## config.mk

```make
export PLATFORM = sky130hd
export DESIGN_NAME = if_chain_select
export DESIGN_NICKNAME = d
export VERILOG_FILES = /design/src/rtl/if_chain_pkg.sv /design/src/rtl/if_chain_skid.sv /design/src/rtl/if_chain_select.sv
export SDC_FILE = /design/constraint.sdc
export NUM_CORES = 1
export LEC_CHECK = 0
export BUFFER_PORTS_ARGS = -buffer_cell sky130_fd_sc_hd__buf_2
export CAP_MARGIN = 20
export CELL_PAD_IN_SITES_DETAIL_PLACEMENT = 0
export CELL_PAD_IN_SITES_GLOBAL_PLACEMENT = 2
export CORE_MARGIN = 5
export CORE_UTILIZATION = 37
export DETAILED_ROUTE_END_ITERATION = 10
export GPL_TIMING_DRIVEN = 1
export PLACE_DENSITY_LB_ADDON = 0.1
export SLEW_MARGIN = 20
export SYNTH_ARGS = -nofsm -noshare
export SYNTH_HDL_FRONTEND = slang
export SYNTH_SLANG_ARGS = --single-unit
```

## constraint.sdc

```tcl
create_clock -name clk -period 3.4 [get_ports clk]
set_clock_uncertainty 0.05 [all_clocks]
set_input_delay 0 -clock clk [delete_from_list [all_inputs] [get_ports clk]]
set_output_delay 0 -clock clk [all_outputs]
set_load 0.005 [all_outputs]
```

## src/rtl/if_chain_pkg.sv

```systemverilog
// Shared types for the if/else-if/else chain resolver: evaluation modes and the
// per-transaction verdict carried through the output skid buffer.
package if_chain_pkg;

  typedef enum logic [1:0] {
    MODE_PLAIN    = 2'd0,
    MODE_UNIQUE   = 2'd1,
    MODE_PRIORITY = 2'd2
  } mode_e;

  // Verdict idx is sized for the widest supported chain; users slice it down.
  localparam int IDX_MAX_W = 8;

  typedef struct packed {
    logic [IDX_MAX_W-1:0] idx;
    logic                 none;
    logic                 viol_u;
    logic                 viol_p;
  } verdict_t;

  function automatic int IDX_W(input int n_br);
    return $clog2(n_br + 1);
  endfunction

endpackage

```

## src/rtl/if_chain_skid.sv

```systemverilog
// Two-entry valid/ready buffer of verdicts. in_ready is a registered "not full"
// flag so nothing upstream sees a combinational path from out_ready.
module if_chain_skid
  import if_chain_pkg::*;
(
  input  logic     clk,
  input  logic     rst,
  input  logic     in_valid,
  output logic     in_ready,
  input  verdict_t in_data,
  output logic     out_valid,
  input  logic     out_ready,
  output verdict_t out_data
);

  logic       wr_ptr_reg;
  logic       rd_ptr_reg;
  logic [1:0] cnt_reg;
  logic [1:0] cnt_next;
  logic       room_reg;
  logic       push;
  logic       pop;

  assign in_ready  = room_reg;
  assign out_valid = (cnt_reg != 2'd0);
  assign push      = in_valid && room_reg;
  assign pop       = out_valid && out_ready;

  always_comb begin
    cnt_next = cnt_reg;
    if (push && !pop) begin
      cnt_next = cnt_reg + 2'd1;
    end else if (!push && pop) begin
      cnt_next = cnt_reg - 2'd1;
    end
  end

  generate
    for (genvar gi = 0; gi < 2; gi++) begin : g_entry
      verdict_t entry_reg;
      always_ff @(posedge clk or posedge rst) begin
        if (rst) begin
          entry_reg <= '0;
        end else if (push && (wr_ptr_reg == 1'(gi))) begin
          entry_reg <= in_data;
        end
      end
    end
  endgenerate

  assign out_data = rd_ptr_reg ? g_entry[1].entry_reg : g_entry[0].entry_reg;

  always_ff @(posedge clk or posedge rst) begin
    if (rst) begin
      cnt_reg    <= 2'd0;
      wr_ptr_reg <= 1'b0;
      rd_ptr_reg <= 1'b0;
      room_reg   <= 1'b1;
    end else begin
      cnt_reg  <= cnt_next;
      room_reg <= (cnt_next != 2'd2);
      if (push) begin
        wr_ptr_reg <= ~wr_ptr_reg;
      end
      if (pop) begin
        rd_ptr_reg <= ~rd_ptr_reg;
      end
    end
  end

endmodule

```

## src/rtl/if_chain_select.sv

```systemverilog
// Resolves one if/else-if/else chain per transaction (PLAIN/UNIQUE/PRIORITY),
// two-cycle pipeline into a skid buffer, plus saturating violation statistics.
module if_chain_select
  import if_chain_pkg::*;
#(
  parameter int N_BR  = 8,
  parameter int CNT_W = 16
) (
  input  logic                    clk,
  input  logic                    rst,
  input  logic                    in_valid,
  output logic                    in_ready,
  input  logic [N_BR-1:0]         in_cond,
  input  logic [1:0]              in_mode,
  input  logic                    in_has_else,
  output logic                    out_valid,
  input  logic                    out_ready,
  output logic [IDX_W(N_BR)-1:0]  out_idx,
  output logic                    out_none,
  output logic                    out_viol_u,
  output logic                    out_viol_p,
  input  logic                    clr_stat,
  output logic [1:0]              stat_sticky,
  output logic [CNT_W-1:0]        cnt_u,
  output logic [CNT_W-1:0]        cnt_p
);

  localparam int IW = IDX_W(N_BR);

  logic          s1_valid_reg;
  logic [IW-1:0] s1_idx_reg;
  logic          s1_onehot_reg;
  logic          s1_zero_reg;
  logic [1:0]    s1_mode_reg;
  logic          s1_has_else_reg;

  logic [IW-1:0] low_idx;
  logic          cond_le1;
  logic          accept;
  logic          skid_in_ready;
  logic          s1_adv;
  verdict_t      verdict;
  verdict_t      skid_out;
  logic          pop;

  logic [CNT_W-1:0] cnt_u_reg;
  logic [CNT_W-1:0] cnt_p_reg;
  logic [1:0]       sticky_reg;

  // Decode: scan from the last arm down so the first `if` wins.
  always_comb begin
    low_idx = '0;
    for (int i = N_BR - 1; i >= 0; i--) begin
      if (in_cond[i]) begin
        low_idx = IW'(i);
      end
    end
  end

  assign cond_le1 = ((in_cond & (in_cond - N_BR'(1))) == '0);

  assign in_ready = skid_in_ready;
  assign accept   = in_valid && skid_in_ready;
  // Stage 1 only ever holds when the skid is full, in which case in_ready is low.
  assign s1_adv   = s1_valid_reg && skid_in_ready;

  always_ff @(posedge clk or posedge rst) begin
    if (rst) begin
      s1_valid_reg    <= 1'b0;
      s1_idx_reg      <= '0;
      s1_onehot_reg   <= 1'b0;
      s1_zero_reg     <= 1'b0;
      s1_mode_reg     <= 2'd0;
      s1_has_else_reg <= 1'b0;
    end else if (accept) begin
      s1_valid_reg    <= 1'b1;
      s1_idx_reg      <= low_idx;
      s1_onehot_reg   <= cond_le1 && (|in_cond);
      s1_zero_reg     <= ~(|in_cond);
      s1_mode_reg     <= in_mode;
      s1_has_else_reg <= in_has_else;
    end else if (s1_adv) begin
      s1_valid_reg    <= 1'b0;
    end
  end

  always_comb begin
    verdict      = '0;
    verdict.idx  = s1_zero_reg ? IDX_MAX_W'(N_BR) : IDX_MAX_W'(s1_idx_reg);
    verdict.none = s1_zero_reg && !s1_has_else_reg;
    case (s1_mode_reg)
      MODE_UNIQUE:   verdict.viol_u = verdict.none || (!s1_zero_reg && !s1_onehot_reg);
      MODE_PRIORITY: verdict.viol_p = verdict.none;
      default:       ;
    endcase
  end

  if_chain_skid u_skid (
    .clk       (clk),
    .rst       (rst),
    .in_valid  (s1_valid_reg),
    .in_ready  (skid_in_ready),
    .in_data   (verdict),
    .out_valid (out_valid),
    .out_ready (out_ready),
    .out_data  (skid_out)
  );

  logic unused_idx_bits;
  assign unused_idx_bits = ^skid_out.idx;

  assign out_idx    = skid_out.idx[IW-1:0];
  assign out_none   = skid_out.none;
  assign out_viol_u = skid_out.viol_u;
  assign out_viol_p = skid_out.viol_p;
  assign pop        = out_valid && out_ready;

  // Statistics count delivered results only; a same-cycle clear takes precedence.
  always_ff @(posedge clk or posedge rst) begin
    if (rst) begin
      cnt_u_reg  <= '0;
      cnt_p_reg  <= '0;
      sticky_reg <= 2'b00;
    end else if (clr_stat) begin
      cnt_u_reg  <= '0;
      cnt_p_reg  <= '0;
      sticky_reg <= 2'b00;
    end else if (pop) begin
      if (skid_out.viol_u) begin
        sticky_reg[0] <= 1'b1;
        if (cnt_u_reg != '1) begin
          cnt_u_reg <= cnt_u_reg + CNT_W'(1);
        end
      end
      if (skid_out.viol_p) begin
        sticky_reg[1] <= 1'b1;
        if (cnt_p_reg != '1) begin
          cnt_p_reg <= cnt_p_reg + CNT_W'(1);
        end
      end
    end
  end

  assign cnt_u       = cnt_u_reg;
  assign cnt_p       = cnt_p_reg;
  assign stat_sticky = sticky_reg;

endmodule

```

# Word level (Yosys, flattened, before mapping)
# Index checks and enable logic that the tools add are counted.
[op_classes]
add_sub_neg = 5
multipliers = 0
div = 0
order_cmp = 0
n_eq_ne = 5
n_shift = 0
mux = 28
n_bitwise = 4
n_reduce_logical = 29
[op_table]
columns = ["op", "count"]
rows = [
  ["16-bit 2-to-1 mux", 8],
  ["16-bit by 1-bit adder with 16-bit output (second input constant)", 2],
  ["4-bit 2-to-1 mux", 8],
  ["16-bit != test (second input constant)", 2],
  ["2-bit nonzero test", 7],
  ["1-bit logical AND", 10],
  ["8-bit bitwise AND", 1],
  ["8-bit logical NOT", 1],
  ["2-bit 2-to-1 mux", 4],
  ["8-bit OR reduction", 1],
  ["8-bit by 1-bit subtractor with 8-bit output (second input constant)", 1],
  ["7-bit 2-to-1 mux", 1],
  ["1-bit 2-to-1 mux", 6],
  ["3-bit AND reduction", 2],
  ["1-bit logical NOT", 5],
  ["2-bit AND reduction", 2],
  ["3-bit 2-to-1 mux", 1],
  ["1-bit inverter", 3],
  ["2-bit by 1-bit adder with 2-bit output (second input constant)", 1],
  ["2-bit by 1-bit == test with 1-bit output (second input constant)", 1],
  ["2-bit == test (second input constant)", 1],
  ["2-bit != test (second input constant)", 1],
  ["2-bit by 1-bit subtractor with 2-bit output (second input constant)", 1],
  ["1-bit logical OR", 1],
]
[word_totals]
regBits = 63
latch_bits = 0
mem_bits_rw = 0
mem_bits_ro = 0
in_bits = 16
output_inout_bits = 43
word_cells = 93
mem_count = 0

# Depth between registers and ports, before layout
# Gate-level depths: netlist (run 1).
[logic_depth]
ltp_word = 8
mapped_depth = 9
mapped_depth_nobuf = 7

# Cells and area by module
# A second synthesis (run 1) with hierarchy kept.
[hier_totals]
hier_cells = 340
area_unflattened_um2 = 3659.8
[by_module_without_submodules]
columns = ["mod", "n_inst", "cells_each", "area_each_um2", "seq_area_each_um2"]
rows = [
  ["if_chain_select", 1, 254, 2412.3, 1076.0],
  ["if_chain_skid", 1, 86, 1247.4, 676.9],
]

# Worst setup path after synthesis (run 1)
# No wires, ideal clock.
[synth_path]
path_kind = "register to register"
start = "register cnt_u_reg[0], in the netlist cnt_u[0]"
end = "register cnt_u_reg[5], in the netlist cnt_u[5]"
setup_time_ns = 0.125
t_arrival_ns = 1.778
required_time_ns = 3.225
setup_slack_ns = 1.447
stages_incl_launch_ff = 7
n_path_buf = 0
synth_period_minus_slack_ns = 1.953
path_cell_list = "dfrtp_1 > ha_1 > nand2b_1 > nor4_4 > and2_4 > nor4_1 > mux2_4"
[synth_between]
elab_chain_len = 5
word_cells_on_any_way = 8
classes_between = "add/sub (1); eq/ne (1); mux (4); reduce/logical (2)"
[synth_lines]
columns = ["element", "line", "text"]
rows = [
  ["from (decl)", "if_chain_select.sv:46", "logic [CNT_W-1:0] cnt_u_reg;"],
  ["from (signal assigned)", "if_chain_select.sv:132", "cnt_u_reg <= cnt_u_reg + CNT_W'(1);"],
  ["16-bit by 1-bit adder with 16-bit output", "if_chain_select.sv:132", ""],
  ["16-bit 2-to-1 mux", "if_chain_select.sv:131", "if (cnt_u_reg != '1) begin"],
  ["16-bit 2-to-1 mux", "if_chain_select.sv:129", "if (skid_out.viol_u) begin"],
  ["16-bit 2-to-1 mux", "if_chain_select.sv:128", "end else if (pop) begin"],
  ["16-bit 2-to-1 mux", "if_chain_select.sv:124", "end else if (clr_stat) begin"],
]
# Several ways; a longest one is shown, not always the timed one. The select of a mux whose other input is x is not followed.
# A chain may end at the register's enable or synchronous reset.

# Final worst setup path (run 1)
[layout_path]
start = "input in_cond[0]"
end = "register s1_onehot_reg"
[layout_between]
elab_chain_len = 4
word_cells_on_any_way = 5
classes_between = "add/sub (1); bitwise (1); reduce/logical (3)"
[layout_lines]
columns = ["element", "line", "text"]
rows = [
  ["from (decl)", "if_chain_select.sv:13", "input logic [N_BR-1:0] in_cond,"],
  ["8-bit by 1-bit subtractor with 8-bit output", "if_chain_select.sv:60", "assign cond_le1 = ((in_cond & (in_cond - N_BR'(1))) == '0);"],
  ["8-bit bitwise AND", "if_chain_select.sv:60", ""],
  ["8-bit logical NOT", "if_chain_select.sv:60", ""],
  ["1-bit logical AND *", "if_chain_select.sv:78", "s1_onehot_reg <= cond_le1 && (|in_cond);"],
  ["to (signal assigned)", "if_chain_select.sv:78", ""],
  ["to (decl)", "if_chain_select.sv:32", "logic s1_onehot_reg;"],
]
# Mark *: on every way between the ends. The rest lies on a longest branch, timed or not.

==> results of run 1 <==
==> cell type report <==
type / instances / area (sq um)
Clock buffer: 11 / 131.4
Sequential cell: 62 / 1553
Clock inverter: 5 / 107.6
Multi-Input combinational cell: 248 / 1614
Inverter: 11 / 41.29
Timing Repair Buffer: 76 / 462.9
Fill cell: 885 / 4633
Tap cell: 108 / 135.1
==> placed cells by master (no fill, tap or decap), types with 2 or more instances in the layout <==
master,synthesis,layout
dfrtp_1,61,61
buf_2,3,58
nand2_1,36,36
nor2_1,28,28
o21ai_0,23,23
xnor2_1,18,18
dlygate4sd3_1,0,15
a21oi_1,13,13
nor3_1,13,13
nor4_1,11,11
mux2_2,11,11
nand3_1,10,10
inv_1,11,10
clkbuf_8,0,9
nand2b_1,8,8
o31ai_1,8,8
nand4_1,7,7
or4_1,6,6
and2_1,4,4
and4_1,3,3
mux2_4,3,3
or3_1,3,3
and3_1,3,3
ha_1,3,3
bufinv_16,0,3
buf_4,2,3
nor2b_1,2,2
nand3_2,2,2
nor4_4,2,2
a211oi_1,2,2
xor2_1,2,2
nand3b_1,2,2
o211ai_1,2,2
o32ai_1,2,2
clkbuf_1,7,2
clkinv_4,0,2
==> kinds of logic (layout without fill, tap and decap cells) <==
logic type      after synthesis  after routing  share of synthesized area
flops                        62             62                     0.4740
compound gates               59             59                     0.1138
simple gates                151            151                     0.2594
mux                          15             15                    0.05462
xor+xnor                     20             20                    0.05348
buf+inv                      24            103                    0.03323
fa+ha+maj                     3              3                    0.01146
==> stage by stage <==
stage	setup slack, ns	instances	util	area, sq um
2_1_floorplan	1.447	334	-	3276
6_report	0.9230	521	0.4661	4045
4_1_cts	0.9245	521	0.4661	4045
3_5_place_dp	0.9552	490	0.4213	3656
5_1_grt	0.7659	521	0.4661	4045
3_3_place_gp	1.071	490	0.4213	3656
==> layer usage <==
metal / vias to the layer above / global-route usage / routed length [microns]
li1: 1356 / - / -
met1: 1318 / 0.1888 / 3516
met2: 48 / 0.2477 / 3883
met3: 4 / 0.04966 / 329
met4: 0 / 0.03885 / 62
met5: - / 0 / 0
==> power breakdown <==
part | leakage [nW] | total, mW | internal (mW) | switching [mW]
clock network | 0.118 | 0.788 | 0.490 | 0.298
registers | 0.835 | 0.917 | 0.837 | 0.0803
logic | 0.858 | 0.443 | 0.199 | 0.244
==> worst reg2reg max path, cell delays in order, from the launching register on <==
cell	delay [ns]
dfrtp_1	0.36
inv_1	0.05
ha_1	0.20
nor2b_1	0.59
o2111a_1	0.27
o21ai_2	0.15
or4_1	0.54
a21oi_1	0.15
==> how the worst min path moves through the flow <==
stage               startpoint             to
floorplan           in_cond[0]  s1_idx_reg[0]
global placement           rst  s1_onehot_reg
detailed placement         rst  s1_onehot_reg
CTS                   clr_stat      cnt_p[12]
global route          clr_stat       cnt_p[4]
finish                clr_stat      cnt_p[12]
==> flow_summary.yaml, run 1 <==
clocking:
  cts_resized: 0
  cts_setup_buffers: 0
  htree_levels: 3
  numCtsBuffers: 9
  cts-root-buf: "clkbuf_8"
  cts_tree: "done"
  path_clk_slew_ns: 0.08
  clkLatencyLatePin_ns: 0.34
  hold_buffers: 15
  cts_buffer_depth: 2
  clock-sinks: 62
critical_path:
  crit_family: "buffers and inverters"
  arrival_ns: 2.69
  worstPathCellList: "dlygate4sd3_1 > buf_2 > or4_1 > o32ai_1 > dlygate4sd3_1 > nand3_1 > dlygate4sd3_1 > o21ai_0"
  endpoint: "s1_onehot_reg"
  cp_max_fo: 7
  endpoint_kind: "register"
  startpoint: "in_cond[0]"
  ff2ff_path_depth: 7
  r2r_slack_ns: 0.98
  path_depth: 8
  path_buf_inv: 4
  cp_data_required_time_ns: 3.61
  path_common_cell: "dlygate4sd3_1"
  slowest_delay_ns: 0.58
  worstSetupPathType: "in2reg"
  critPathSlowestCell: "dlygate4sd3_1"
  worstReg2RegEnd: "cnt_p[13]"
  cp-start-kind: "input port"
  reg2reg_from: "u_skid.cnt_reg[0]"
floorplanning:
  die_h_microns: 104.1
  die_area_sq_mm: 0.01083
  io_pins: 59
  start_util: 0.3775
  num_rows: 34
  die_w_microns: 104.1
  core_sq_mm: 0.008678
synthesis:
  yosys_most_used_dff: "dfrtp_1"
  synth_area_sq_mm: 0.003276
  synth_nets: 353
  synth_commonest_cells: "dfrtp_1, nand2_1, nor2_1"
  yosysMostFrequentCell: "dfrtp_1"
  yosys_warnings: 0
  ys_ff_latch: 62
  yosys.area.top_type: "dfrtp_1"
  ys_seq_area_frac: 0.4740
  synthCells: 334
  syn-mean-instance-area_sq_um: 9.807
  synthArstFlopShare: 1.000
  synth_edf_count: 0
  yosysTopAreaCellShare: 0.4660
  yosysUniqueCellTypes: 55
  synth.area.top_cells: "dfrtp_1, xnor2_1, nand2_1"
sta:
  maxSlewHeadroom: 0.4292
  fin_crit_ns: 2.477
  period_share: 0.7285
  tightest_slew_ns: 0.8491
  hold_viol: 0
  tns_ns: 0
  fmax_mhz: 403.7
  holdWs_ns: 0.01611
  rsz0062_at_grt: "false"
  setup_viol: 0
  slew_viol_final: 0
hold_path:
  hp-class: "in2reg"
  hold_depth: 2
layout:
  diodes: 0
  layout.nets: 427
  layout-drive-gt1-share: 0.2518
  synthToLayoutAreaGrowth_pct: 23.49
power:
  ir_drop_mv: 0.2222
  p_per_area_mw_per_mm2: 531.1
  leakagePower_nw: 1.811
  fin_total_pwr_mw: 2.148
placed_design:
  gp_congestion: 0.7752
  place.port_buffers: 58
  dp_hpwl_microns: 5446
grt:
  grt_max_degree: 41
  grt_pass1_vias: 2647
  grt_pass1_wl_microns: 13310
  grt_usage: 0.1501
  antenna_found_initial: 0
  grt_overflow_total: 0
detailed_routing:
  vias_per_cell: 5.232
  vias: 2726
  routedWlPerCell_microns: 14.95
  drc: 0
  drtPass1Iterations: 4
  drt_iter0_markers: 105
  wirelength_microns: 7791
  antenna_left: 0
flow_run:
  cap_violations: 0
outcome:
  status: "complete, no violations"
Power figures use the tool's default switching activity.
==> run 2, diff against run 1 <==
--- a/config.mk
+++ b/config.mk
@@ -10,7 +10,7 @@
 export CELL_PAD_IN_SITES_DETAIL_PLACEMENT = 0
 export CELL_PAD_IN_SITES_GLOBAL_PLACEMENT = 2
 export CORE_MARGIN = 5
-export CORE_UTILIZATION = 37
+export CORE_UTILIZATION = 35
 export DETAILED_ROUTE_END_ITERATION = 10
 export GPL_TIMING_DRIVEN = 1
 export PLACE_DENSITY_LB_ADDON = 0.1
==> constraint.sdc (replaced) <==
create_clock -name clk -period 2.3 [get_ports clk]
set_clock_uncertainty 0.05 [all_clocks]
set_input_delay 0 -clock clk [delete_from_list [all_inputs] [get_ports clk]]
set_output_delay 0 -clock clk [all_outputs]
set_load 0.005 [all_outputs]
==> run 2 against run 1 <==
Non-clock buffer count rose by 3. Flip-flop and latch count did not move. Worst hold slack got worse by 0.0079 ns. Core utilization fell by 3.0 points. Critical path depth fell by 1. Via count fell by 0.59%. Count of clock-buffer cells in the layout fell by 2. Setup slack got worse by 0.59 ns. Combinational power rose by 50%. Sequential share of layout area rose by 0.35 points. Global-route usage fell by 0.42 points.
==> flow_summary.yaml, run 2 (synthesized netlist as in run 1, its figures left out) <==
clocking:
  htree_levels: 3
  clkLatencyLatePin_ns: 0.34
  path_clk_slew_ns: 0.07
  numCtsBuffers: 9
  cts_buffer_depth: 2
  cts_tree: "done"
  clock-sinks: 62
  cts-root-buf: "clkbuf_8"
floorplanning:
  io_pins: 59
  die_h_microns: 106.7
  core_sq_mm: 0.009196
  start_util: 0.3562
  die_w_microns: 106.7
  die_area_sq_mm: 0.01139
  num_rows: 35
hold_path:
  hold_path_end: "s1_zero_reg"
  hold_depth: 4
  hp-start: "in_cond[6]"
  hp-class: "in2reg"
grt:
  antenna_found_initial: 0
  grt_usage: 0.1459
  grt_pass1_wl_microns: 13330
  grt_pass1_vias: 2722
  grt_overflow_total: 0
  grt_max_degree: 34
sta:
  hold_viol: 0
  setup_viol: 0
  tns_ns: 0
  tightest_slew_ns: 0.6977
  holdWs_ns: 0.008169
  slew_viol_final: 0
  fmax_mhz: 508.6
  rsz0062_at_grt: "false"
  maxSlewHeadroom: 0.5342
  fin_crit_ns: 1.966
  period_share: 0.8548
outcome:
  status: "complete, no violations"
layout:
  layout.nets: 430
  final_cell_mix: "dfrtp_1, buf_2, nand2_1"
  synthToLayoutAreaGrowth_pct: 22.38
  fillers: 922
  final_common_cell: "dfrtp_1"
  diodes: 0
  finalNonFillerCells: 527
  fin_util: 0.4359
  layout-drive-gt1-share: 0.2716
critical_path:
  arrival_ns: 2.18
  slowest_delay_ns: 0.56
  r2r_slack_ns: 0.33
  critPathSlowestCell: "or4_1"
  path_buf_inv: 1
  ff2ff_path_depth: 7
  cp_max_fo: 14
  crit_family: "simple AND/OR/NAND/NOR gates"
  endpoint_kind: "register"
  worstReg2RegEnd: "cnt_p[11]"
  reg2reg_from: "u_skid.cnt_reg[0]"
  worstPathCellList: "inv_1 > ha_1 > nor2b_1 > o2111a_1 > o21ai_2 > or4_1 > a21oi_1"
  worstSetupPathType: "reg2reg"
  cp_data_required_time_ns: 2.51
  cp-start-kind: "register"
detailed_routing:
  antenna_left: 0
  wirelength_microns: 7946
  drt_iter0_markers: 89
  drc: 0
  drtPass1Iterations: 4
  vias: 2710
  vias_per_cell: 5.142
  routedWlPerCell_microns: 15.08
power:
  p_per_area_mw_per_mm2: 718.4
  swShare: 0.3308
  ir_drop_mv: 0.3430
  intPower_mw: 1.927
  seqPwrFrac: 0.470
  fin_total_pwr_mw: 2.880
  leakagePower_nw: 1.809
  switchingPower_mw: 0.9529
  clkPwrFrac: 0.299
  comb_power_share: 0.231
placed_design:
  dp_hpwl_microns: 5603
  place_inst: 500
  place.port_buffers: 58
  gp_congestion: 0.7296
flow_run:
  cap_violations: 0
[run 2: cell types whose count changed in the layout (fill, tap and decap cells not counted), sizes merged]
cell,previous run,this run
clkinv,2,3
buf,61,68
clkbuf,11,9
inv,11,12
bufinv,3,0
clkinvlp,0,3
dlygate4sd3,15,11
[run 2: worst max-delay path by stage]
stage	start	endpoint	slack (ns)	depth (start not counted)
final	u_skid.cnt_reg[0]	cnt_p[11]	0.33	7
after global routing	u_skid.cnt_reg[0]	cnt_p[11]	0.20	7
after CTS	u_skid.cnt_reg[0]	cnt_p[11]	0.33	7
after detailed placement	u_skid.cnt_reg[0]	cnt_p[13]	0.34	7
after global placement	u_skid.cnt_reg[0]	cnt_u[5]	0.37	7
after floorplan	cnt_u[0]	cnt_u[5]	0.35	6
[run 2: cell type report]
class | count | area [sq um] | share of cell area
clock buffers | 9 | 123.9 | 0.03090
clock inverters | 7 | 50.05 | 0.01248
inverters | 11 | 41.29 | 0.01030
multi-input cells | 248 | 1614 | 0.4026
flip-flops and latches | 62 | 1553 | 0.3873
well taps | 111 | 138.9 | 0.03464
repair buffers | 79 | 488.0 | 0.1217
[run 2: routing by layer]
metal	share of wire	GRT usage	vias up
met2	0.49	0.2460	56
met1	0.46	0.1882	1282
met5	0	0	-
li1	-	-	1364
met4	0.0083	0.04658	0
met3	0.042	0.02890	8
[run 2: repair_timing]
item | in CTS | in global routing
hold buffers | 11 | 0
setup buffers | 0 | 0
endpoints found under the hold margin | 36 | 0
resized for setup | 0 | 0
[run 2: power groups by stage]
stage | Clock, mW | Combinational, mW | Sequential [mW]
6_report | 0.861 | 0.664 | 1.35
3_3_place_gp | 0 | 0.655 | 1.38
3_5_place_dp | 0 | 0.657 | 1.38
5_1_grt | 0.934 | 0.763 | 1.38
2_1_floorplan | 0 | 0.496 | 1.33
4_1_cts | 0.895 | 0.683 | 1.36
[run 2: metrics by stage]
step / setup WS (ns) / area, sq um
2_1_floorplan: 0.3468 / 3276
3_3_place_gp: 0.3692 / 3725
3_5_place_dp: 0.3409 / 3725
4_1_cts: 0.3253 / 4009
5_1_grt: 0.1968 / 4009
6_report: 0.3339 / 4009
[run 2: worst register-to-register path: cells and delay by family (launching register included)]
kind,cells,cell delay [ns]
adders and majority gates,1,0.20
and+or+nand+nor,2,0.71
buffers and inverters,1,0.05
DFF,1,0.36
AOI/OAI and AO/OA,3,0.52
==> run 3, diff against run 2 <==
--- a/config.mk
+++ b/config.mk
@@ -6,14 +6,12 @@
 export NUM_CORES = 1
 export LEC_CHECK = 0
 export BUFFER_PORTS_ARGS = -buffer_cell sky130_fd_sc_hd__buf_2
-export CAP_MARGIN = 20
-export CELL_PAD_IN_SITES_DETAIL_PLACEMENT = 0
-export CELL_PAD_IN_SITES_GLOBAL_PLACEMENT = 2
+export CAP_MARGIN = 30
 export CORE_MARGIN = 5
-export CORE_UTILIZATION = 35
+export CORE_UTILIZATION = 56
 export DETAILED_ROUTE_END_ITERATION = 10
-export GPL_TIMING_DRIVEN = 1
-export PLACE_DENSITY_LB_ADDON = 0.1
+export GPL_TIMING_DRIVEN = 0
+export PLACE_DENSITY = 0.8
 export SLEW_MARGIN = 20
 export SYNTH_ARGS = -nofsm -noshare
 export SYNTH_HDL_FRONTEND = slang
==> run 3 against run 2 <==
Non-clock buffer count increased by 5. Core utilization increased by 28 points. Sequential power hardly changed. First-iteration DRC count is 100% higher. Register-to-register slack lost 0.15 ns. Cell count decreased by 6.5%. Setup slack lost 0.18 ns. Sequential share of layout area fell by 0.12 points. Via count grew 5.3%. Global-route usage increased by 7.3 points. Critical path depth stayed put. Count of clock-buffer cells in the layout is 3 higher.
==> flow_summary.yaml, run 3 (synthesized netlist as in run 1, its figures left out) <==
flow_run:
  cap_violations: 0
critical_path:
  worstSetupPathType: "in2reg"
  path_buf_inv: 4
  endpoint_kind: "register"
  cp_max_fo: 5
  critPathSlowestCell: "dlygate4sd3_1"
  cp-start-kind: "input port"
  cp_data_required_time_ns: 2.50
  path_common_cell: "dlygate4sd3_1"
  arrival_ns: 2.35
  slowest_delay_ns: 0.61
  worstPathCellList: "dlygate4sd3_1 > buf_2 > nor4_1 > dlygate4sd3_1 > nand2_1 > dlygate4sd3_1 > o21ai_0"
  crit_family: "buffers and inverters"
floorplanning:
  core_sq_mm: 0.005608
  io_pins: 59
  die_w_microns: 86.48
  start_util: 0.5841
  num_rows: 27
  die_h_microns: 86.48
  die_area_sq_mm: 0.007479
clocking:
  cts_setup_buffers: 0
  clkLatencyLatePin_ns: 0.34
  cts_tree: "done"
  cts_buffer_depth: 2
  numCtsBuffers: 9
  clock-sinks: 62
  cts_resized: 0
  htree_levels: 3
  path_clk_slew_ns: 0.06
  cts-root-buf: "clkbuf_8"
sta:
  fmax_mhz: 466.0
  fin_crit_ns: 2.146
  slew_viol_final: 0
  tightest_slew_ns: 0.5054
  hold_viol: 0
  maxSlewHeadroom: 0.6605
  tns_ns: 0
  period_share: 0.9330
  setup_viol: 0
  holdWs_ns: 0.02560
  rsz0062_at_grt: "false"
detailed_routing:
  vias: 2853
  met2WireLength_microns: 3849
  drt_iter0_markers: 181
  drc: 0
  drtPass1Iterations: 4
  wirelength_microns: 7781
  vias_per_cell: 5.787
  top_layer: "met4"
  wl_met3_microns: 447
  routedWlPerCell_microns: 15.78
  antenna_left: 0
  wl_met1_microns: 3279
grt:
  grt_max_degree: 54
  grt_overflow_total: 0
  antenna_found_initial: 0
  grt_pass1_wl_microns: 13040
  grt_usage: 0.2191
  grt_pass1_vias: 2937
power:
  p_per_area_mw_per_mm2: 776.3
  ir_drop_mv: 0.5172
  fin_total_pwr_mw: 3.122
  leakagePower_nw: 1.829
placed_design:
  gp_congestion: 0.8235
  place.port_buffers: 58
  dp_hpwl_microns: 5436
  place_area_sq_mm: 0.003686
layout:
  diodes: 0
  final_cell_mix: "buf_2, dfrtp_1, nand2_1"
  layout-drive-gt1-share: 0.2565
  fin_util: 0.7171
  layout.nets: 435
  synthToLayoutAreaGrowth_pct: 22.77
  fillers: 434
  postLayoutCellArea_sq_mm: 0.004021
hold_path:
  hp-class: "in2reg"
outcome:
  status: "complete, no violations"
## run 3: cell types whose count changed in the layout (fill, tap and decap cells not counted), sizes merged
cell and delta:
dlygate4sd3 +1, inv -1, clkbuf +10, clkinvlp -3, buf -3, clkinv -1, bufinv +2
## run 3: worst min-delay path, delay by kind of cell
family,cells,cell delay [ns]
compound gates,2,0.15
simple gates,1,0.08
buf+inv,1,0.14
## run 3: area by class of cell
cell class                 instances  area (sq um)  area share
inverter                          11         43.79     0.01089
clock inverter                     4         70.07     0.01742
sequential                        62          1553      0.3861
timing repair buffer              71         437.9      0.1089
multi-input combinational        248          1614      0.4014
buffer                            13         67.56     0.01680
clock buffer                      12         145.1     0.03609
tap                               72         90.09     0.02240
## run 3: through the flow
stage	worst slack, ns	cells
final	0.1540	493
after global placement	0.001958	464
after CTS	0.07465	493
after floorplan	0.3468	334
after global routing	0.05693	493
after detailed placement	0.08763	465
## run 3: worst paths after layout
check	depth (start not counted)	slack, ns	from	to
min in group asynchronous	3	0.06	rst	cnt_p[3]
worst min register to register	2	0.43	s1_idx_reg[0]	s1_idx_reg[0]
worst min-delay path	4	0.03	in_cond[4]	s1_onehot_reg
max in group asynchronous	4	1.66	rst	cnt_p[12]
worst max-delay path	7	0.15	in_cond[6]	s1_zero_reg
worst max register to register	6	0.18	cnt_u[0]	cnt_u[5]
## run 3: where the power goes
group          switching (mW)  total [mW]  internal (mW)
registers              0.0938        1.33           1.24
logic                   0.417       0.732          0.315
clock network           0.420        1.06          0.637
total                   0.931        3.12           2.19
## run 3: per-layer routing
layer,vias to the layer above,GRT usage
met4,0,0.1091
met5,-,0
met1,1353,0.2609
met2,100,0.3727
li1,1380,-
met3,20,0.04753
## run 3: what timing repair did
item / 4_1_cts / 5_1_grt
setup endpoints to repair: 0 / 1
hold endpoints to repair: 69 / 0
hold buffers: 12 / 0
